[src/rtl/escalonador_escrita_if.sv]
// escalonador_escrita_if: issue-stage, write-back and register-bank signals of the write-back controller.
//   issue side : reserva, reservaReg, leitura1, leitura2 -> stall
//   port A/B   : wbX_valid, wbX_reg, wbX_data -> wbX_ready
//   bank side  : regWrite, escrita, dataWrite; status pendentes, erro
interface escalonador_escrita_if #(parameter int DATA_W = 32);
   logic              reserva;
   logic [4:0]        reservaReg;
   logic [4:0]        leitura1;
   logic [4:0]        leitura2;
   logic              stall;
   logic              wbA_valid;
   logic [4:0]        wbA_reg;
   logic [DATA_W-1:0] wbA_data;
   logic              wbA_ready;
   logic              wbB_valid;
   logic [4:0]        wbB_reg;
   logic [DATA_W-1:0] wbB_data;
   logic              wbB_ready;
   logic              regWrite;
   logic [4:0]        escrita;
   logic [DATA_W-1:0] dataWrite;
   logic [5:0]        pendentes;
   logic              erro;
   modport master (
      output reserva, reservaReg, leitura1, leitura2,
      output wbA_valid, wbA_reg, wbA_data, wbB_valid, wbB_reg, wbB_data,
      input  stall, wbA_ready, wbB_ready, regWrite, escrita, dataWrite, pendentes, erro
   );
   modport slave (
      input  reserva, reservaReg, leitura1, leitura2,
      input  wbA_valid, wbA_reg, wbA_data, wbB_valid, wbB_reg, wbB_data,
      output stall, wbA_ready, wbB_ready, regWrite, escrita, dataWrite, pendentes, erro
   );
endinterface

[src/rtl/escalonador_escrita.sv]
// escalonador_escrita: shares the register bank write port between ALU (A) and load (B) write-backs,
// tracks pending destination registers and stalls issue on RAW/WAW hazards.
//   clk, rst : clock, synchronous active-high reset
//   bus      : escalonador_escrita_if.slave (issue, write-back ports, bank outputs, status)
module escalonador_escrita #(
   parameter int DATA_W       = 32,
   parameter bit PRIO_INICIAL = 1'b0
) (
   input logic                    clk,
   input logic                    rst,
   escalonador_escrita_if.slave   bus
);
   logic [31:0]       busy, busy_nxt;
   logic              ptr, stall, both, ga, gb, xfer;
   logic [4:0]        xreg;
   logic [DATA_W-1:0] xdata;
   logic [5:0]        cnt;

   // busy[0] is never set, so r0 reads and reservations cannot stall
   assign stall         = busy[bus.leitura1] | busy[bus.leitura2] | (bus.reserva & busy[bus.reservaReg]);
   assign both          = bus.wbA_valid & bus.wbB_valid;
   assign ga            = bus.wbA_valid & (!bus.wbB_valid | !ptr);
   assign gb            = bus.wbB_valid & (!bus.wbA_valid | ptr);
   assign xfer          = ga | gb;
   assign xreg          = ga ? bus.wbA_reg : bus.wbB_reg;
   assign xdata         = ga ? bus.wbA_data : bus.wbB_data;
   assign bus.stall     = stall;
   assign bus.wbA_ready = ga;
   assign bus.wbB_ready = gb;

   // clear before set: a same-edge reservation of the committed register keeps it busy
   always_comb begin
      busy_nxt = busy;
      if (xfer) busy_nxt[xreg] = 1'b0;
      if (bus.reserva && !stall) busy_nxt[bus.reservaReg] = 1'b1;
      busy_nxt[0] = 1'b0;
      cnt = '0;
      for (int i = 0; i < 32; i++) cnt = cnt + {5'd0, busy_nxt[i]};
   end

   always_ff @(posedge clk) begin
      if (rst) begin
         busy          <= '0;
         ptr           <= PRIO_INICIAL;
         bus.regWrite  <= 1'b0;
         bus.escrita   <= '0;
         bus.dataWrite <= '0;
         bus.pendentes <= '0;
         bus.erro      <= 1'b0;
      end else begin
         busy          <= busy_nxt;
         bus.pendentes <= cnt;
         ptr           <= ptr ^ both;
         bus.regWrite  <= xfer && (xreg != 5'd0);
         if (xfer) begin
            bus.escrita   <= xreg;
            bus.dataWrite <= xdata;
         end
         if (xfer && (xreg != 5'd0) && !busy[xreg]) bus.erro <= 1'b1;
      end
   end
endmodule

[src/flat_wrapper.sv]
// flat-port wrapper written by rule: the top's interface ports become plain ports
module escalonador_escrita_flat 
#(
   parameter int DATA_W       = 32,
   parameter bit PRIO_INICIAL = 1'b0
)
  (clk, rst, bus_reserva, bus_reservaReg, bus_leitura1, bus_leitura2, bus_wbA_valid, bus_wbA_reg, bus_wbA_data, bus_wbB_valid, bus_wbB_reg, bus_wbB_data, bus_stall, bus_wbA_ready, bus_wbB_ready, bus_regWrite, bus_escrita, bus_dataWrite, bus_pendentes, bus_erro);
  escalonador_escrita_if #(.DATA_W(DATA_W)) bus_i ();
  input logic clk;
  input logic rst;
  input wire logic [$bits(bus_i.reserva)-1:0] bus_reserva;
  input wire logic [$bits(bus_i.reservaReg)-1:0] bus_reservaReg;
  input wire logic [$bits(bus_i.leitura1)-1:0] bus_leitura1;
  input wire logic [$bits(bus_i.leitura2)-1:0] bus_leitura2;
  input wire logic [$bits(bus_i.wbA_valid)-1:0] bus_wbA_valid;
  input wire logic [$bits(bus_i.wbA_reg)-1:0] bus_wbA_reg;
  input wire logic [$bits(bus_i.wbA_data)-1:0] bus_wbA_data;
  input wire logic [$bits(bus_i.wbB_valid)-1:0] bus_wbB_valid;
  input wire logic [$bits(bus_i.wbB_reg)-1:0] bus_wbB_reg;
  input wire logic [$bits(bus_i.wbB_data)-1:0] bus_wbB_data;
  output wire logic [$bits(bus_i.stall)-1:0] bus_stall;
  output wire logic [$bits(bus_i.wbA_ready)-1:0] bus_wbA_ready;
  output wire logic [$bits(bus_i.wbB_ready)-1:0] bus_wbB_ready;
  output wire logic [$bits(bus_i.regWrite)-1:0] bus_regWrite;
  output wire logic [$bits(bus_i.escrita)-1:0] bus_escrita;
  output wire logic [$bits(bus_i.dataWrite)-1:0] bus_dataWrite;
  output wire logic [$bits(bus_i.pendentes)-1:0] bus_pendentes;
  output wire logic [$bits(bus_i.erro)-1:0] bus_erro;
  assign bus_i.reserva = bus_reserva;
  assign bus_i.reservaReg = bus_reservaReg;
  assign bus_i.leitura1 = bus_leitura1;
  assign bus_i.leitura2 = bus_leitura2;
  assign bus_i.wbA_valid = bus_wbA_valid;
  assign bus_i.wbA_reg = bus_wbA_reg;
  assign bus_i.wbA_data = bus_wbA_data;
  assign bus_i.wbB_valid = bus_wbB_valid;
  assign bus_i.wbB_reg = bus_wbB_reg;
  assign bus_i.wbB_data = bus_wbB_data;
  assign bus_stall = bus_i.stall;
  assign bus_wbA_ready = bus_i.wbA_ready;
  assign bus_wbB_ready = bus_i.wbB_ready;
  assign bus_regWrite = bus_i.regWrite;
  assign bus_escrita = bus_i.escrita;
  assign bus_dataWrite = bus_i.dataWrite;
  assign bus_pendentes = bus_i.pendentes;
  assign bus_erro = bus_i.erro;
  escalonador_escrita #(.DATA_W(DATA_W), .PRIO_INICIAL(PRIO_INICIAL)) u_core (.clk(clk), .rst(rst), .bus(bus_i));
endmodule
[config.mk]
export PLATFORM = sky130hd
export DESIGN_NAME = escalonador_escrita_flat
export DESIGN_NICKNAME = d
export VERILOG_FILES = /design/src/rtl/escalonador_escrita_if.sv /design/src/rtl/escalonador_escrita.sv /design/src/flat_wrapper.sv
export SDC_FILE = /design/constraint.sdc
export NUM_CORES = 1
export LEC_CHECK = 0
export CAP_MARGIN = 15
export CORE_ASPECT_RATIO = 0.8
export CORE_MARGIN = 5
export CORE_UTILIZATION = 59
export CTS_CLUSTER_SIZE = 12
export DETAILED_ROUTE_END_ITERATION = 8
export DONT_BUFFER_PORTS = 1
export PLACE_DENSITY = 0.81
export RECOVER_POWER = 100
export SETUP_SLACK_MARGIN = 0.4
export SLEW_MARGIN = 15
export SYNTH_ARGS = -nofsm -noshare
export SYNTH_HDL_FRONTEND = slang
export SYNTH_SLANG_ARGS = --single-unit
[constraint.sdc]
create_clock -name clk -period 21.1 [get_ports clk]
set_clock_uncertainty 0.05 [all_clocks]
set_input_delay 4.22 -clock clk [delete_from_list [all_inputs] [get_ports clk]]
set_output_delay 4.22 -clock clk [all_outputs]
set_load 0.01 [all_outputs]
* Word-level counts from Yosys, hierarchy flattened
Cells that the tools add are included.
Storage, ports and cells: output and inout bits 48, bits of input ports 94, register bits after elaboration 78, word-level logic and storage cells 84
Operators by class: bitwise gates (word level) 13, muxes and demuxes 16, reductions and logical operators 11, magnitude comparators 6, add/subtract/negate cells 30
Operator list (count):
- 6-bit by 1-bit adder with 6-bit output | 29
- 32-bit 2-to-1 mux | 3
- 32-bit AND | 1
- 32-bit inverter | 1
- 32-bit bitwise OR | 1
- 5-bit by 6-bit less-than comparator with 1-bit output (second input constant) | 4
- 1-bit binary-select mux with 5-bit select | 4
- 1-bit demux with 5-bit select | 2
- 5-bit by 1-bit >= comparator with 1-bit output (second input constant) | 2
- 1-bit 2-to-1 mux | 6
- 1-bit logical AND | 5
- 1-bit logical NOT | 5
- 5-bit 2-to-1 mux | 1
- 1-bit bitwise OR | 5
- 5-bit nonzero test | 1
- 1-bit AND | 4
- 1-bit by 1-bit adder with 2-bit output | 1
- 1-bit bitwise XOR | 1

* Longest topological paths before layout
Gate-level depths: netlist of the first run.
depth in word-level cells 43, depth in mapped cells 28, gate-level depth less buffers 26

* Worst setup path after synthesis of the first run
No wires, ideal clock.
path type input-to-reg, start input bus_reservaReg[0], end register u_core.bus.pendentes[4], arrival time 10.719 ns, buffers on the path 2, required time 20.922 ns, setup slack 10.203 ns, stages 27, library setup time 0.128 ns, cells stage by stage buf_2 -> clkbuf_1 -> mux4_2 -> nand3_1 -> nand3_1 -> nor4_4 -> nand4_1 -> o21ai_0 -> ha_1 -> fa_1 -> fa_1 -> inv_1 -> fa_1 -> inv_1 -> fa_1 -> fa_1 -> inv_1 -> fa_1 -> inv_1 -> ha_1 -> inv_1 -> fa_1 -> inv_1 -> a21o_1 -> a21oi_1 -> xor2_1 -> nor2_1
On the way: longest elaborated chain between the ends 37, elaborated cells between the ends (all ways) 43, those cells by class 30 x add/sub; 2 x order compare; 5 x mux; 3 x bitwise; 3 x reduce/logical
Ends and longest elaborated chain:
- start: declaration | RTL line flat_wrapper.sv:12 | input wire logic [$bits(bus_i.reservaReg)-1:0] bus_reservaReg;
- parallel branches: the longest is 6 deep, another holds 5-bit by 6-bit less-than comparator with 1-bit output
- 32-bit 2-to-1 mux (*) | RTL line escalonador_escrita.sv:35 | if (bus.reserva && !stall) busy_nxt[bus.reservaReg] = 1'b1;
- via u_core.busy_nxt[1] | RTL line escalonador_escrita.sv:13 | logic [31:0] busy, busy_nxt;
- 1-bit by 1-bit adder with 2-bit output (*) | RTL line escalonador_escrita.sv:38 | for (int i = 0; i < 32; i++) cnt = cnt + {5'd0, busy_nxt[i]};
- 6-bit by 1-bit adder with 6-bit output (*) (29 in series) | RTL line escalonador_escrita.sv:38
- end signal: assignment | RTL line escalonador_escrita.sv:52 | bus.pendentes <= cnt;
- end: declaration | RTL line escalonador_escrita_if.sv:32 | output stall, wbA_ready, wbB_ready, regWrite, escrita, dataWrite, pendentes, erro
Mark *: on every way through the listed nets, which the timed path passes. The select of a mux whose other input is x is not followed. A chain may end at the register's enable or synchronous reset.

* Final worst setup path of the first run
start input bus_wbA_valid, end register u_core.bus.pendentes[4]
On the way: longest elaborated chain between the ends 41, elaborated cells between the ends (all ways) 46, those cells by class 30 x add/sub; 2 x order compare; 5 x mux; 7 x bitwise; 2 x reduce/logical
Ends and longest elaborated chain:
- start: declaration | RTL line flat_wrapper.sv:15 | input wire logic [$bits(bus_i.wbA_valid)-1:0] bus_wbA_valid;
- 1-bit AND (*) | RTL line escalonador_escrita.sv:22 | assign ga = bus.wbA_valid & (!bus.wbB_valid | !ptr);
- via bus_wbA_ready | RTL line flat_wrapper.sv:22 | output wire logic [$bits(bus_i.wbA_ready)-1:0] bus_wbA_ready;
- 5-bit 2-to-1 mux | RTL line escalonador_escrita.sv:25 | assign xreg = ga ? bus.wbA_reg : bus.wbB_reg;
- 5-bit by 6-bit less-than comparator with 1-bit output (implied by the code) or 5-bit by 1-bit >= comparator with 1-bit output (tied branches) | RTL line escalonador_escrita.sv:34 | if (xfer) busy_nxt[xreg] = 1'b0;
- 1-bit logical AND (implied by the code) | RTL line escalonador_escrita.sv:34
- 1-bit 2-to-1 mux (implied by the code) | RTL line escalonador_escrita.sv:34
- 1-bit demux with 5-bit select
- 32-bit inverter (no source line)
- 32-bit AND (no source line)
- 32-bit 2-to-1 mux (*) | RTL line escalonador_escrita.sv:34
- 32-bit bitwise OR (no source line)
- 32-bit 2-to-1 mux (*) | RTL line escalonador_escrita.sv:35
- 1-bit by 1-bit adder with 2-bit output | RTL line escalonador_escrita.sv:38
- 6-bit by 1-bit adder with 6-bit output (28 in series) | RTL line escalonador_escrita.sv:38
- 6-bit by 1-bit adder with 6-bit output (*) | RTL line escalonador_escrita.sv:38
Mark *: on every way through the listed nets, which the timed path passes. The rest lies on a longest branch.

==> results of run 1 <==
==> power by group through the flow <==
stage	Clock [mW]	Sequential [mW]	Combinational (mW)
after CTS	0.122	0.163	0.0503
final	0.122	0.163	0.0506
after global placement	0	0.166	0.0485
after global routing	0.129	0.164	0.0568
after floorplan	0	0.164	0.0446
after detailed placement	0	0.167	0.0498
==> path summary, 6_finish.rpt <==
check,startpoint,end,slack (ns),cells after the start
worst max register to register,u_core.ptr,u_core.bus.pendentes[4],11.96,26
worst max-delay path,bus_wbA_valid,u_core.bus.pendentes[4],8.39,26
worst min register to register,u_core.bus.dataWrite[2],u_core.bus.dataWrite[2],0.50,2
worst min-delay path,u_core.bus.dataWrite[2],u_core.bus.dataWrite[2],0.50,2
==> placed cells by master (no fill, tap or decap), types with 6 or more instances in the layout <==
cell and instances:
mux2i_1 15, nand2_1 87, nand3b_1 6, mux4_2 24, a311oi_1 33, clkbuf_8 9
a21oi_1 16, o21ai_0 56, ha_1 9, o21a_1 10, o22ai_1 32, nand3_1 10
nor2_1 47, inv_1 33, fa_1 23, dfxtp_1 77
==> registers in the layout (all words and copies together) (netlist names) <==
| signal | count |
|---|---|
| u_core.bus.dataWrite | 32 |
| u_core.busy | 31 |
| u_core.bus.pendentes | 6 |
| u_core.bus.escrita | 5 |
| u_core.bus.erro | 1 |
| u_core.bus.regWrite | 1 |
| u_core.ptr | 1 |
==> metrics by stage <==
| stage | instance area [um^2] | setup WS [ns] | total power [mW] | cells | utilization |
|---|---|---|---|---|---|
| final | 5390 | 8.39 | 0.335 | 681 | 0.632 |
| after global routing | 5390 | 7.68 | 0.350 | 681 | 0.632 |
| after CTS | 5400 | 10.23 | 0.335 | 681 | 0.634 |
| after detailed placement | 5180 | 9.90 | 0.216 | 665 | 0.609 |
| after global placement | 5180 | 9.99 | 0.215 | 665 | 0.609 |
| after floorplan | 5190 | 10.20 | 0.209 | 594 | - |
==> layout make-up <==
cell class | count | area (um^2) | area share
multi-input cells | 438 | 3340 | 0.620
repair buffers | 5 | 22.5 | 0.00418
inverters | 33 | 124 | 0.0230
clock inverters | 7 | 92.6 | 0.0172
well taps | 112 | 140 | 0.0260
flip-flops and latches | 77 | 1540 | 0.286
clock buffers | 9 | 124 | 0.0230
==> critical path: stages <==
cell and delay, ns:
a21bo_2 0.16, clkbuf_1 1.53, inv_1 1.27, and4b_1 0.55
a41oi_1 0.40, o21ai_0 0.23, o21a_1 0.17, fa_1 0.54
inv_1 0.06, fa_1 0.51, inv_1 0.05, fa_1 0.48
inv_1 0.06, fa_1 0.47, fa_1 0.52, inv_1 0.06
fa_1 0.50, inv_1 0.04, ha_1 0.20, inv_1 0.07
fa_1 0.20, inv_1 0.05, a21o_1 0.17, a21oi_1 0.18
xor2_1 0.16, nor2_1 0.05
==> per-layer routing <==
metal	wire (um)	vias up
met3	1990	33
li1	-	2109
met4	235	0
met5	0	-
met1	6090	2321
met2	7090	313
==> kinds of logic (layout without fill, tap and decap cells) <==
group	count (synthesis)	after routing	synth area share
compound gates	172	172	0.216
xor+xnor	4	4	0.00675
fa+ha+maj	32	32	0.110
buf+inv	79	54	0.0586
flops	77	77	0.297
mux	45	45	0.146
simple gates	185	185	0.164
==> results_dict.tcl, run 1 <==
set metrics [dict create \
    core.rowCount 30 \
    cts.path.max_buffers 2 \
    hold_violations 0 \
    worstSetupEndpointType "flop" \
    fin_crit_sh 0.602 \
    die_area_mm2 0.0108 \
    synth_edf_count 0 \
    grt_busiest_layer "met2" \
    yosysTopAreaCellShare 0.297 \
    vias 4776 \
    cts.sinks 77 \
    setup_violations 0 \
    seqPwrFrac 0.486 \
    crit_fanout 48 \
    finalCriticalPeriod_ns 12.71 \
    drc 0 \
    p_per_area_mw_per_mm2 62.3 \
    max_freq_mhz 78.7 \
    vias_per_cell 7.01 \
    synth-main-ff-cell "dfxtp_1" \
    grt_util_met2 0.429 \
    start_util 0.609 \
    grt_pass1_wl_um 24400 \
    cp_data_arrival_time_ns 12.92 \
    globalplace.congestion 1.01 \
    violations "capacitance limit, slew limit" \
    drv_cap 1 \
    ctsResizeCount 0 \
    yosysSeqAreaShare 0.297 \
    h-tree-depth 3 \
    slew-limit-headroom -0.441 \
    syn_to_final_growth_pct 3.84 \
    yosys-top-cells-count "nand2_1 (87), dfxtp_1 (77), o21ai_0 (56)" \
    worst_ir_drop_vdd_mv 0.0442 \
    synth_seq_cells 77 \
    clkLatencyLatePin_ns 0.37 \
    syn_nets 720 \
    die_y_um 93.9 \
    wirelength_um 15400 \
    ios 142 \
    antenna_found_initial 0 \
    power.internal_mw 0.231 \
    status "finished, violations left" \
    grt_pass1_vias 4710 \
    hpwlAfterDp_um 11600 \
    drt_iter0_drc 580 \
    yosysMostFrequentCell "nand2_1" \
    finalMaxSlewViolations 49 \
    hold-worst-slack_ns 0.495 \
    diodes 0 \
    tns_ns 0 \
    gr-usage-met1 0.395 \
    drtPass1Iterations 5 \
    fp.dieW_um 115 \
    tritoncts.num_buffers 9 \
    ys_warn_count 0 \
    tritoncts "yes" \
    grt_max_degree 81 \
    critPathKind "in -> reg" \
    clockRootBuffer "clkbuf_8" \
    grtUsageMet3 0.0992 \
    yosysTopAreaCell "dfxtp_1" \
    async_flop_share 0 \
    cts_hold_buf 0 \
    worst_setup_path_start_kind "input pin" \
    detail-route-antenna-nets 0 \
    syn-instance-count 594 \
    gr-total-overflow 0 \
    power.leakage_nw 2.10 \
    wire_per_inst_um 22.6 \
    pwr-share-comb 0.151 \
    clk_pin_slew_ns 0.10 \
    track_usage 0.286 \
    netSwitchingFraction 0.311 \
    final_nets 690 \
    synth.distinct_cells 51 \
    p_switching_mw 0.104 \
    drive_gt1_frac 0.0879 \
    fill_cells 720 \
    syn-mean-instance-area_um2 8.73 \
    max_slew.worst_pin.slew_ns 2.16 \
    grt_setup_unrepaired "false" \
    holdCritPathClass "reg -> reg" \
    synthTopCellsByArea "dfxtp_1 (30%), mux4_2 (10%), fa_1 (8.9%)" \
    io_buffers 0 \
    syn_area_mm2 0.00519 \
    required_ns 21.31 \
    pwr-share-clk 0.363 \
    post-cts-setup-buffer-count 0 \
    core_area_mm2 0.00852 \
]
No activity file was read; power rests on OpenSTA's default activity.
==> run 2, diff against run 1 <==
Settings changed: CORE_UTILIZATION 59 to 58, PLACE_DENSITY 0.81 to 0.82.
Clock period 21.1 ns to 10.9 ns, I/O delays scaled along.
==> results_dict.tcl, run 2 (synthesis gave the netlist of run 1 again) <==
set metrics [dict create \
    finalCriticalPeriod_ns 8.86 \
    fin_crit_sh 0.813 \
    gr-total-overflow 0 \
    worstHoldStart "u_core.bus.dataWrite[24]" \
    drv_cap 1 \
    globalplace.congestion 1.06 \
    max_freq_mhz 113 \
    die_area_mm2 0.0109 \
    violations "capacitance limit, slew limit" \
    p_total_mw 0.631 \
    drc 0 \
    io_buffers 0 \
    reg2reg_from "u_core.busy[7]" \
    power.leakage_nw 2.09 \
    drt_iter0_drc 550 \
    core.rowCount 30 \
    worst_setup_path_start_kind "input pin" \
    largest_register_ffs 32 \
    fill_cells 720 \
    worst_ir_drop_vdd_mv 0.0823 \
    finalMaxSlewViolations 34 \
    tritoncts.num_buffers 9 \
    top_regs "u_core.bus.dataWrite (32), u_core.busy (31), u_core.bus.pendentes (6)" \
    tns_ns 0 \
    mostFrequentLayoutCells "nand2_1 (87), dfxtp_1 (77), o21ai_0 (56)" \
    hpwlAfterDp_um 12200 \
    cts.path.max_buffers 2 \
    vias 4873 \
    hold_violations 0 \
    cts.sinks 77 \
    grt_pass1_wl_um 25200 \
    grt_pass1_vias 4640 \
    wire_per_inst_um 24.4 \
    clockRootBuffer "clkbuf_8" \
    post-cts-setup-buffer-count 0 \
    drtPass1Iterations 8 \
    cp_data_arrival_time_ns 9.08 \
    grt_max_degree 79 \
    fp.dieW_um 116 \
    antenna_found_initial 0 \
    critPathKind "in -> reg" \
    required_ns 11.11 \
    syn_to_final_growth_pct 3.47 \
    max_slew.worst_pin.slew_ns 1.51 \
    p_per_area_mw_per_mm2 118 \
    status "finished, violations left" \
    diodes 0 \
    worstSetupEndpointType "flop" \
    tritoncts "yes" \
    grt_setup_unrepaired "false" \
    slew-limit-headroom -0.00664 \
    drive_gt1_frac 0.0914 \
    ios 142 \
    holdCritPathClass "reg -> reg" \
    setup_violations 0 \
    final_nets 690 \
    vias_per_cell 7.16 \
    start_util 0.603 \
    cp-startpoint "bus_wbA_valid" \
    wirelength_um 16600 \
    clk_pin_slew_ns 0.09 \
    die_y_um 94.6 \
    cts_hold_buf 0 \
    crit_fanout 48 \
    final_common_cell "nand2_1" \
    ctsResizeCount 0 \
    clkLatencyLatePin_ns 0.38 \
    h-tree-depth 3 \
    detail-route-antenna-nets 0 \
    core_area_mm2 0.00860 \
    track_usage 0.300 \
    regMostFlops "u_core.bus.dataWrite" \
]
==> run 2: changes by cell type in the layout (fill, tap and decap cells not counted) <==
cell	delta
clkinv_8	-1
clkbuf_1	-2
buf_4	+2
clkbuf_8	+1
clkinvlp_4	+2
bufinv_16	-1
clkinv_4	-1
==> run 2: worst paths after layout <==
kind	endpoint	slack, ns	depth (start not counted)
hold / removal	u_core.bus.dataWrite[24]	0.49	2
hold reg to reg	u_core.bus.dataWrite[24]	0.49	2
setup reg to reg	u_core.bus.pendentes[4]	3.44	25
setup / recovery	u_core.bus.pendentes[4]	2.04	26
==> run 2: metal layers <==
layer	wire (um)	vias to the layer above	global-route usage
met5	0	-	0.0238
met4	791	0	0.132
met3	2470	91	0.118
met2	7390	387	0.445
met1	5960	2280	0.386
li1	-	2115	-
==> run 2: worst max-delay path, stage by stage <==
cell and delay (ns):
a21bo_2 0.16, buf_4 0.44, mux2i_1 0.25, clkbuf_1 0.48, nand3_1 0.35, o21ai_0 0.33
o21ai_0 0.15, ha_1 0.31, fa_1 0.49, fa_1 0.56, inv_1 0.06, fa_1 0.53
inv_1 0.06, fa_1 0.49, fa_1 0.53, inv_1 0.06, fa_1 0.51, inv_1 0.04
ha_1 0.20, inv_1 0.07, fa_1 0.20, inv_1 0.05, a21o_1 0.17, a21oi_1 0.18
xor2_1 0.16, nor2_1 0.05
==> run 2: cell type report <==
type	instances	area (um^2)	share of cell area
Multi-Input combinational cell	438	3340	0.623
Clock inverter	6	52.6	0.00979
Clock buffer	10	138	0.0256
Timing Repair Buffer	5	30.0	0.00559
Tap cell	112	140	0.0261
Sequential cell	77	1540	0.287
Inverter	33	124	0.0231
==> run 2: through the flow <==
stage	cell area, um^2	instances	hold slack (ns)	util	setup WS [ns]
after floorplan	5190	594	0.450	-	2.04
after global placement	5180	665	0.482	0.603	2.04
after detailed placement	5180	665	0.487	0.603	1.80
after CTS	5380	681	0.500	0.625	2.17
after global routing	5370	681	0.514	0.624	1.66
final	5370	681	0.494	0.624	2.04
==> run 2: power by group <==
group          internal [mW]  switching, mW
Clock                 0.0925          0.123
Sequential             0.297         0.0195
Combinational         0.0393         0.0599
==> run 3, diff against run 2 <==
Clock period 10.9 ns to 7.45 ns, I/O delays scaled along.
==> results_dict.tcl, run 3 (synthesis gave the netlist of run 1 again) <==
set metrics [dict create \
    status "finished, violations left" \
    violations "capacitance limit, slew limit" \
    holdCritPathClass "reg -> reg" \
    die_y_um 94.6 \
    cts.sinks 77 \
    syn_to_final_growth_pct 7.94 \
    route.met2.wl_um 7580 \
    start_util 0.603 \
    vias_per_cell 6.85 \
    tritoncts.num_buffers 9 \
    final_util 0.651 \
    diodes 0 \
    slew-limit-headroom -0.844 \
    drv_cap 2 \
    fill_cells 738 \
    max_slew.worst_pin.slew_ns 2.77 \
    drive_gt1_frac 0.146 \
    hold_end "u_core.bus.dataWrite[14]" \
    detail-route-antenna-nets 0 \
    mostFrequentLayoutCells "nand2_1 (87), dfxtp_1 (77), o21ai_0 (50)" \
    met1_length_um 6200 \
    ios 142 \
    clk_pin_slew_ns 0.08 \
    hold_violations 0 \
    min_path_cells 2 \
    wirelength_um 16300 \
    grt_pass1_vias 4764 \
    reg2reg_from "u_core.busy[4]" \
    max_freq_mhz 137 \
    worstHoldStart "u_core.bus.dataWrite[14]" \
    worst_setup_path_start_kind "input pin" \
    antenna_found_initial 0 \
    worstSetupEndpointType "flop" \
    globalplace.congestion 0.955 \
    io_buffers 0 \
    worst_ir_drop_vdd_mv 0.153 \
    cp_data_arrival_time_ns 7.54 \
    crit_fanout 9 \
    gr-total-overflow 0 \
    die_area_mm2 0.0109 \
    finalCriticalPeriod_ns 7.32 \
    regArea_mm2 0.00154 \
    r2r_setup_slack_ns 0.83 \
    power.internal_mw 0.660 \
    finalMaxSlewViolations 107 \
    rr_worst_depth 25 \
    top_regs "u_core.bus.dataWrite (32), u_core.busy (31), u_core.bus.pendentes (6)" \
    regMostFlops "u_core.bus.dataWrite" \
    seqPwrFrac 0.487 \
    pwr-share-clk 0.343 \
    pwr-share-comb 0.170 \
    multi_input_area_mm2 0.00337 \
    fp.dieW_um 116 \
    p_total_mw 0.950 \
    drt_iter0_drc 602 \
    netSwitchingFraction 0.305 \
    drc 0 \
    wire_per_inst_um 23.1 \
    setup_violations 0 \
    grt_pass1_wl_um 25100 \
    grt_max_degree 79 \
    p_per_area_mw_per_mm2 170 \
    drtPass1Iterations 5 \
    cts_hold_buf 0 \
    core.rowCount 30 \
    h-tree-depth 3 \
    clockRootBuffer "clkbuf_8" \
    post-cts-setup-buffer-count 0 \
    required_ns 7.67 \
    grt_setup_unrepaired "true" \
    routed.top_layer "met4" \
    track_usage 0.298 \
    fin_crit_sh 0.983 \
    largest_register_ffs 32 \
    critPathKind "in -> reg" \
    final_common_cell "nand2_1" \
    power.leakage_nw 2.21 \
    vias 4848 \
    p_switching_mw 0.290 \
    cts.path.max_buffers 2 \
    core_area_mm2 0.00860 \
    clkLatencyLatePin_ns 0.37 \
    tritoncts "yes" \
    final_nets 717 \
    wl_met3_um 2140 \
    hpwlAfterDp_um 12400 \
    r2r-end "u_core.bus.pendentes[4]" \
]
-- run 3: cell count changes in the layout (fill, tap and decap cells not counted), moves of 2 or more --
cell      before  now
o21ai_1        1    7
fa_2           0    2
clkinv_2       0    2
fa_1          23   21
inv_2          0    5
o21ai_0       56   50
a21oi_1       16   14
a21oi_2        0    2
buf_4          3   29
inv_1         33   28
-- run 3: stage by stage --
stage	std cells	instance area, um^2	TNS (ns)	worst slack [ns]	hold slack [ns]
2_1_floorplan	594	5250	-0.371	-0.212	0.450
3_3_place_gp	692	5410	-0.254	-0.169	0.480
3_5_place_dp	692	5410	-0.729	-0.264	0.485
4_1_cts	708	5610	0	0.139	0.497
5_1_grt	708	5600	-0.213	-0.142	0.513
6_report	708	5600	0	0.128	0.493
-- run 3: worst max-delay path, stage by stage --
cell and delay [ns]:
mux4_2 0.48, mux4_2 0.48, mux2i_1 0.14, o31a_1 0.28, nand4_1 0.20, o21ai_1 0.18, ha_1 0.26, fa_1 0.48
fa_1 0.52, inv_2 0.04, fa_1 0.47, inv_1 0.05, fa_2 0.52, fa_1 0.41, inv_1 0.08, fa_1 0.43
inv_2 0.08, ha_4 0.13, inv_2 0.04, fa_2 0.35, inv_1 0.06, a21o_1 0.11, a21oi_2 0.05, xor2_1 0.15
nor2_1 0.06
-- run 3: what timing repair did --
action                     in CTS  in global routing
pin swaps                       4                  2
hold endpoints to repair        0                  0
setup endpoints to repair       5                  5
gates resized for setup         1                  7
-- run 3: per-layer routing --
layer,global-route usage,vias to the layer above
met5,0,-
met4,0.101,0
met3,0.113,46
met2,0.456,331
met1,0.390,2313
li1,-,2158
-- run 3: worst max-delay path by stage --
stage	from	end	slack, ns	cells after the start
finish	bus_leitura2[0]	u_core.bus.pendentes[4]	0.13	25
global route	bus_leitura2[0]	u_core.bus.pendentes[4]	-0.14	25
CTS	bus_leitura2[0]	u_core.bus.pendentes[4]	0.14	25
detailed placement	bus_leitura2[0]	u_core.bus.pendentes[4]	-0.26	25
global placement	bus_leitura2[0]	u_core.bus.pendentes[4]	-0.17	25
floorplan	bus_leitura2[0]	u_core.bus.pendentes[4]	-0.21	27
-- run 3: power by group through the flow --
stage / Combinational [mW] / Clock, mW / Sequential [mW]
floorplan: 0.131 / 0 / 0.464
global placement: 0.152 / 0 / 0.472
detailed placement: 0.157 / 0 / 0.472
CTS: 0.159 / 0.327 / 0.463
global route: 0.179 / 0.347 / 0.465
finish: 0.161 / 0.326 / 0.463
-- run 3: layout make-up --
type	count	area share
multi-input cells	438	0.601
flip-flops and latches	77	0.275
repair buffers	32	0.0409
well taps	112	0.0250
clock buffers	9	0.0221
inverters	33	0.0221
clock inverters	7	0.0132
